## src/rtl/dbus_arb_pkg.sv

```systemverilog
// Shared types and constants for the two-master data-bus arbiter.
package dbus_arb_pkg;

    typedef enum logic [1:0] {
        IDLE   = 2'd0,
        ACCESS = 2'd1,
        DONE   = 2'd2
    } state_t;

    localparam logic M0 = 1'b0;
    localparam logic M1 = 1'b1;

    localparam int PRIO_RR    = 0;
    localparam int PRIO_FIXED = 1;

endpackage

```

## src/rtl/rr_arb2.sv

```systemverilog
// Combinational two-way picker: round-robin against the last-served index, or fixed m0 priority.
module rr_arb2
    import dbus_arb_pkg::*;
(
    input  logic [1:0] req,
    input  logic       last,
    input  logic       mode,
    output logic       gnt
);

    // NOTE: every output of an always_comb gets a default first so no path can infer a latch.
    always_comb begin
        gnt = M0;
        if (req == 2'b11) begin
            gnt = mode ? M0 : ~last;
        end else if (req[1]) begin
            gnt = M1;
        end
    end

endmodule

```

## src/rtl/dbus_arbiter.sv

```systemverilog
// Serialises two masters onto one registered slave data port with a window check.
// Optional statistics counters are enabled by defining DBUS_ARB_STATS_EN.
module dbus_arbiter
    import dbus_arb_pkg::*;
#(
    parameter int          PRIO_MODE = 0,
    parameter logic [31:0] WIN_BASE  = 32'h0000_0000,
    parameter int          WIN_BITS  = 16
) (
    input  logic        clk,
    input  logic        rst,

    input  logic        m0_req,
    input  logic        m0_wen,
    input  logic [31:0] m0_addr,
    input  logic [31:0] m0_wdata,
    output logic        m0_done,
    output logic        m0_err,
    output logic [31:0] m0_rdata,

    input  logic        m1_req,
    input  logic        m1_wen,
    input  logic [31:0] m1_addr,
    input  logic [31:0] m1_wdata,
    output logic        m1_done,
    output logic        m1_err,
    output logic [31:0] m1_rdata,

    output logic        s_wen,
    output logic [31:0] s_addr,
    output logic [31:0] s_wdata,
    input  logic [31:0] s_rdata
`ifdef DBUS_ARB_STATS_EN
    ,
    output logic [31:0] stat_m0,
    output logic [31:0] stat_m1,
    output logic [15:0] stat_err
`endif
);

    state_t      state, state_next;
    logic        sel_r;
    logic        last_r;
    logic        wen_r;
    logic        hit_r;
    logic [31:0] addr_r;
    logic [31:0] wdata_r;
    logic [31:0] rdata0_r, rdata1_r;

    logic [1:0]  req_vec;
    logic        gnt;
    logic [31:0] pick_addr;
    logic        grant;

    // Byte-lane bits are dropped before the window check and the slave access.
    logic        unused_addr_lsbs;
    assign unused_addr_lsbs = ^{m0_addr[1:0], m1_addr[1:0]};

    // Unsigned offset compared in 33 bits so a full 32-bit window does not overflow.
    function automatic logic in_window(input logic [31:0] a);
        logic [32:0] off;
        off = {1'b0, a - WIN_BASE};
        return off < (33'd1 << WIN_BITS);
    endfunction

    assign req_vec   = {m1_req, m0_req};
    assign grant     = (state == IDLE) && (|req_vec);
    assign pick_addr = (gnt == M1) ? {m1_addr[31:2], 2'b00} : {m0_addr[31:2], 2'b00};

    rr_arb2 u_pick (
        .req  (req_vec),
        .last (last_r),
        .mode (PRIO_MODE == PRIO_FIXED),
        .gnt  (gnt)
    );

    // NOTE: sequential state uses non-blocking assignments so every register samples pre-edge values.
    always_ff @(posedge clk or posedge rst) begin
        if (rst) begin
            state <= IDLE;
        end else begin
            state <= state_next;
        end
    end

    always_comb begin
        state_next = state;
        case (state)
            IDLE:    if (|req_vec) state_next = ACCESS;
            ACCESS:  state_next = DONE;
            DONE:    state_next = IDLE;
            default: state_next = IDLE;
        endcase
    end

    // NOTE: the transaction registers are plain flops (not memories), so they are all reset.
    always_ff @(posedge clk or posedge rst) begin
        if (rst) begin
            sel_r    <= M0;
            last_r   <= M1;
            wen_r    <= 1'b0;
            hit_r    <= 1'b0;
            addr_r   <= '0;
            wdata_r  <= '0;
            rdata0_r <= '0;
            rdata1_r <= '0;
        end else begin
            if (grant) begin
                sel_r   <= gnt;
                last_r  <= gnt;
                wen_r   <= (gnt == M1) ? m1_wen   : m0_wen;
                wdata_r <= (gnt == M1) ? m1_wdata : m0_wdata;
                addr_r  <= pick_addr;
                hit_r   <= in_window(pick_addr);
            end
            if (state == ACCESS) begin
                if (sel_r == M1) rdata1_r <= (hit_r && !wen_r) ? s_rdata : '0;
                else             rdata0_r <= (hit_r && !wen_r) ? s_rdata : '0;
            end
        end
    end

    // Decoded from state so an asynchronous reset removes the write strobe at once.
    assign s_wen    = (state == ACCESS) && wen_r && hit_r;
    assign s_addr   = addr_r;
    assign s_wdata  = wdata_r;

    assign m0_done  = (state == DONE) && (sel_r == M0);
    assign m1_done  = (state == DONE) && (sel_r == M1);
    assign m0_err   = m0_done && !hit_r;
    assign m1_err   = m1_done && !hit_r;
    assign m0_rdata = rdata0_r;
    assign m1_rdata = rdata1_r;

`ifdef DBUS_ARB_STATS_EN
    always_ff @(posedge clk or posedge rst) begin
        if (rst) begin
            stat_m0  <= '0;
            stat_m1  <= '0;
            stat_err <= '0;
        end else if (state == DONE) begin
            if (sel_r == M1) stat_m1 <= stat_m1 + 32'd1;
            else             stat_m0 <= stat_m0 + 32'd1;
            if (!hit_r)      stat_err <= stat_err + 16'd1;
        end
    end
`endif

endmodule
```

## config.mk

```make
export PLATFORM = sky130hd
export DESIGN_NAME = dbus_arbiter
export DESIGN_NICKNAME = d
export VERILOG_FILES = /design/src/rtl/dbus_arb_pkg.sv /design/src/rtl/rr_arb2.sv /design/src/rtl/dbus_arbiter.sv
export SDC_FILE = /design/constraint.sdc
export NUM_CORES = 1
export LEC_CHECK = 0
export CAP_MARGIN = 10
export CELL_PAD_IN_SITES_DETAIL_PLACEMENT = 1
export CELL_PAD_IN_SITES_GLOBAL_PLACEMENT = 1
export CORE_UTILIZATION = 29
export DETAILED_ROUTE_END_ITERATION = 7
export PLACE_DENSITY_LB_ADDON = 0.1
export SETUP_SLACK_MARGIN = 0.1
export SYNTH_ARGS = -nofsm -noshare
export SYNTH_HDL_FRONTEND = slang
export SYNTH_SLANG_ARGS = --single-unit
```

## constraint.sdc

```tcl
create_clock -name clk -period 5.2 [get_ports clk]
set_clock_uncertainty 0.2 [all_clocks]
set_input_delay 0.78 -clock clk [delete_from_list [all_inputs] [get_ports clk]]
set_output_delay 0.78 -clock clk [all_outputs]
set_load 0.01 [all_outputs]
```

==> Word-level counts from Yosys, hierarchy flattened <==
Cells that the tools add are included.
{ "op_classes": {"n_lt_le_gt_ge": 1, "bitwise_logic": 2, "n_reduce_logical": 14, "eq_ne": 4, "mux": 8} }
{ "op_table": {"columns": ["operator", "n"], "rows": [
  ["$mux W32", 3],
  ["$lt A32 B17 Y1 const B", 1],
  ["$logic_and A1 B1 Y1", 8],
  ["$eq A2 B2 Y1 const B", 2],
  ["$pmux W2 S2", 1],
  ["$reduce_and A2 Y1", 2],
  ["$mux W1", 3],
  ["$eq A2 B1 Y1 const B", 1],
  ["$logic_not A1 Y1", 2],
  ["$logic_not A2 Y1", 1],
  ["$mux W2", 1],
  ["$ne A2 B1 Y1 const B", 1],
  ["$not A1 Y1", 2],
  ["$reduce_or A2 Y1", 1]
]} }
{ "totals": {"elab_cells": 38, "input_bits": 166, "out_inout_bits": 133, "ff_bits": 134} }

==> Depth between registers and ports, before layout <==
{ "depth": {"depth_word": 4, "depth_mapped": 6, "mapped_depth_nobuf": 4} }

==> Hierarchy <==
From an unflattened synthesis, not the netlist that was laid out.
{ "unflattened": {"cells_unflattened": 556, "hier_area_um2": 5604.1} }
{ "by_module_without_submodules": {"columns": ["mod", "n_inst", "area_per_inst_um2", "cells_per_inst"], "rows": [
  ["dbus_arbiter", 1, 5592.9, 554],
  ["rr_arb2", 1, 11.3, 2]
]} }

==> Least setup slack after synthesis <==
Ideal clock, no wire load.
{ "synth_path": {"kind": "register -> output", "from": "reg sel_r", "to": "out m1_err", "t_arrival_ns": 0.998, "t_required_ns": 4.220, "n_path_buf": 0, "path_stages_with_launch": 4, "path_slack_ns": 3.222, "path_cell_list": "dfrtp_1 -> inv_1 -> nor3b_1 -> and2_1"} }
{ "synth_between": {"elab_chain_cells": 2} }
{ "synth_rtl": {"columns": ["element", "line_no", "rtl"], "rows": [
  ["start, declared", "dbus_arbiter.sv:42", "logic sel_r;"],
  ["start signal, assigned", "dbus_arbiter.sv:109", "sel_r <= gnt;"],
  ["$logic_and A1 B1 Y1", "dbus_arbiter.sv:129", "assign m1_done = (state == DONE) && (sel_r == M1);"],
  ["net m1_done", "dbus_arbiter.sv:25", "output logic m1_done,"],
  ["$logic_and A1 B1 Y1", "dbus_arbiter.sv:131", "assign m1_err = m1_done && !hit_r;"],
  ["end, declared", "dbus_arbiter.sv:26", "output logic m1_err,"]
]} }
The timed path passes the listed nets, and every way through them passes these cells.

==> Worst setup path after layout <==
{ "layout_path": {"from": "reg sel_r", "to": "out m1_err"} }
{ "layout_between": {"elab_chain_cells": 2} }
{ "layout_rtl": {"columns": ["element", "line_no"], "rows": [
  ["$logic_and A1 B1 Y1", "dbus_arbiter.sv:129"],
  ["$logic_and A1 B1 Y1", "dbus_arbiter.sv:131"]
]} }
No other way between the ends.

==> flow_summary.json <==
{
  "run_status": "finished, final reports clean",
  "clk_transition_reported_paths_ns": 0.05,
  "ctsResizeCount": 0,
  "num_antenna_cells": 0,
  "dieWidth_um": 141.6,
  "fin_tns_setup_ns": 0,
  "dieHeight_um": 141.6,
  "gr-total-overflow": 0,
  "final.period_utilization": 0.5515,
  "fin_cells": 1109,
  "post_cts_buffers": 0,
  "achievable-frequency_ghz": 0.3487,
  "first_pass_iters": 4,
  "finalCriticalPeriod_ns": 2.868,
  "cp_data_required_time_ns": 4.22,
  "synth_top_cell_by_area": "sky130_fd_sc_hd__dfrtp_1",
  "ys_async_sr_fraction": 1.000,
  "grt_first_pass_wirelength_um": 29850,
  "netlist_instances": 557,
  "slowest_stage": "sky130_fd_sc_hd__clkdlybuf4s50_1",
  "num_vias": 5115,
  "grt_setup_unrepaired": "no",
  "port-buffer-count": 292,
  "power.ir.vdd_worst_mv": 0.2991,
  "detail_route.iter0.violations": 126,
  "critPathArrivalTime_ns": 1.89,
  "std_cell_rows": 50,
  "cts_htree_levels": 4,
  "first_global_vias": 5559,
  "final-hold-violation-count": 0,
  "cells_along_the_critical_path": "inv_1 > nor3b_1 > and2_1 > clkdlybuf4s50_1",
  "critPathMaxStageDelay_ns": 0.58,
  "synth_top_flop_cell": "sky130_fd_sc_hd__dfrtp_1",
  "synth.ff_latch_count": 132,
  "starting_density_of_the_core": 0.2989,
  "post_synth_design_cell_area_um2": 5648,
  "clock_sinks": 132,
  "hold_path_class": "reg2reg",
  "timing.max_cap.violations": 0,
  "detail_route.vias_per_cell": 4.612,
  "hold_buffers": 0,
  "place_congestion": 0.7560,
  "syn-mean-instance-area_um2": 10.14,
  "type_of_the_setup_path_with_the_least_slack": "reg2out",
  "pwr_density_cell_nw_per_um2": 493.0,
  "grt_antenna_before_repair": 0,
  "critical_path_capture_point_type": "output port",
  "synth_edf_count": 0,
  "route.antenna.remaining_nets": 0,
  "dp.final_hpwl_um": 14050,
  "design.die.area_um2": 20040,
  "placeableCoreArea_um2": 18890,
  "post-layout-total-power_uw": 4601,
  "flow.area_growth_from_synthesis_pct": 65.22,
  "final_net_count": 1002,
  "max_slew.worst_pin.slew_ns": 1.107,
  "slew_headroom": 0.2596,
  "slew_viol_final": 0,
  "largest_net_degree_at_the_start_of_global_routing": 107,
  "setup_viol": 0,
  "p_leak_uw": 0.003802,
  "drt_drc_violations_left": 0,
  "netlist_top_cells_area": "sky130_fd_sc_hd__dfrtp_1, sky130_fd_sc_hd__mux2i_1, sky130_fd_sc_hd__nand2_1, sky130_fd_sc_hd__o21ai_0, sky130_fd_sc_hd__a21oi_1",
  "start_kind": "flop",
  "clk_root_buffer_cell": "sky130_fd_sc_hd__clkbuf_16",
  "synth_cell_type_count": 32,
  "tritoncts_clock_tree": "yes",
  "clkLatencyLatePin_ns": 0.42,
  "crit_fanout": 3,
  "route.final.wire_length_um": 19050,
  "wl_per_cell_um": 17.18,
  "synthesis.yosys.warnings": 0,
  "synth-seq-area-share": 0.5851,
  "synthDominantCellAreaShare": 0.5804,
  "max-clock-path-buffers": 2,
  "grt_util_all_layers": 0.1951,
  "cts-buffers-inserted": 17,
  "design.portCount": 299,
  "drive_gt1_frac": 0.05536,
  "place.detailed.instances": 1077
}
[synthesized netlist by cell type, types with 2 or more instances]
cell type,number
sky130_fd_sc_hd__o21ai_0,65
sky130_fd_sc_hd__buf_6,7
sky130_fd_sc_hd__nor2_1,66
sky130_fd_sc_hd__nor4_1,5
sky130_fd_sc_hd__mux2i_1,62
sky130_fd_sc_hd__buf_2,14
sky130_fd_sc_hd__clkbuf_1,7
sky130_fd_sc_hd__buf_4,10
sky130_fd_sc_hd__nand2_1,98
sky130_fd_sc_hd__nor3b_1,2
sky130_fd_sc_hd__a21oi_1,64
sky130_fd_sc_hd__and2_1,2
sky130_fd_sc_hd__dfrtp_1,131
sky130_fd_sc_hd__inv_1,6
[final cells by class]
cell class                      instances  area, um^2
Fill cell                            2081        9562
Clock inverter                         14       176.4
Timing Repair Buffer                  297        2960
Multi-Input combinational cell        382        2098
Inverter                                6       27.53
Sequential cell                       132        3304
Tap cell                              260       325.3
Clock buffer                           18       439.2
[state kept, by name, indices dropped and copies added (netlist names)]
signal	count
m0_rdata	32
m1_rdata	32
s_wdata	32
s_addr	30
state	2
hit_r	1
last_r	1
sel_r	1
wen_r	1
[logic make-up (layout without fill, tap and decap cells)]
group,Yosys count,count (layout),synth area share
DFF,132,132,0.5851
other,1,2,0.0006640
and+or+nand+nor,183,183,0.1327
muxes,62,62,0.1099
AOI/OAI and AO/OA,135,135,0.1234
buffers and inverters,44,335,0.04830
[stage by stage]
step	setup slack [ns]	cell area (um^2)	hold WS (ns)	utilization
CTS	2.304	9331	0.2850	0.4939
detailed placement	2.001	8716	0.2725	0.4613
floorplan	0.6956	5652	0.3078	-
global placement	2.088	8716	0.2624	0.4613
global route	2.219	9331	0.3067	0.4939
finish	2.332	9331	0.2799	0.4939
[layer usage]
metal | routed length (um) | GRT usage | vias to the layer above
met2 | 9536 | 0.3402 | 193
met1 | 7581 | 0.2215 | 2451
met4 | 368 | 0.06395 | 0
li1 | - | - | 2447
met5 | 0 | 0 | -
met3 | 1562 | 0.06952 | 24
[power breakdown]
group          switching (uW)  total [uW]  internal [uW]
Sequential                197        1570           1370
Combinational             893        1780            888
Clock                     481        1250            773
Total                    1570        4600           3030
[layout by cell type, fill, tap and decap left out, types with 2 or more instances in the layout]
master	synthesis	final
sky130_fd_sc_hd__clkdlybuf4s50_1	0	292
sky130_fd_sc_hd__dfrtp_1	131	131
sky130_fd_sc_hd__nand2_1	98	96
sky130_fd_sc_hd__nor2_1	66	65
sky130_fd_sc_hd__o21ai_0	65	65
sky130_fd_sc_hd__a21oi_1	64	64
sky130_fd_sc_hd__mux2i_1	62	62
sky130_fd_sc_hd__clkbuf_16	0	17
sky130_fd_sc_hd__inv_1	6	5
sky130_fd_sc_hd__inv_6	0	5
sky130_fd_sc_hd__nor4_1	5	5
sky130_fd_sc_hd__buf_4	10	5
sky130_fd_sc_hd__bufinv_16	0	3
sky130_fd_sc_hd__clkinv_4	0	3
sky130_fd_sc_hd__nand2_2	0	2
sky130_fd_sc_hd__nor3b_1	2	2
sky130_fd_sc_hd__and2_1	2	2
sky130_fd_sc_hd__conb_1	1	2
sky130_fd_sc_hd__clkinv_2	0	2
sky130_fd_sc_hd__clkinvlp_4	0	2
[critical path: cells and delay by family (launching register included)]
kind | cells | cell delay, ns
simple gates | 2 | 0.42
buf+inv | 2 | 0.68
flops | 1 | 0.38
[path summary, 6_finish.rpt]
check                      cells past startpoint  slack, ns      endpoint    startpoint
min in group asynchronous                      2       0.74   m0_rdata[4]           rst
setup reg to reg                               4       2.97    s_addr[12]        last_r
hold reg to reg                                2       0.28  m0_rdata[27]  m0_rdata[27]
setup / recovery                               4       2.33        m1_err         sel_r
hold / removal                                 2       0.28  m0_rdata[27]  m0_rdata[27]
max in group asynchronous                      3       3.02   m0_rdata[0]           rst
Note: power is estimated with default switching activity, not from simulation.
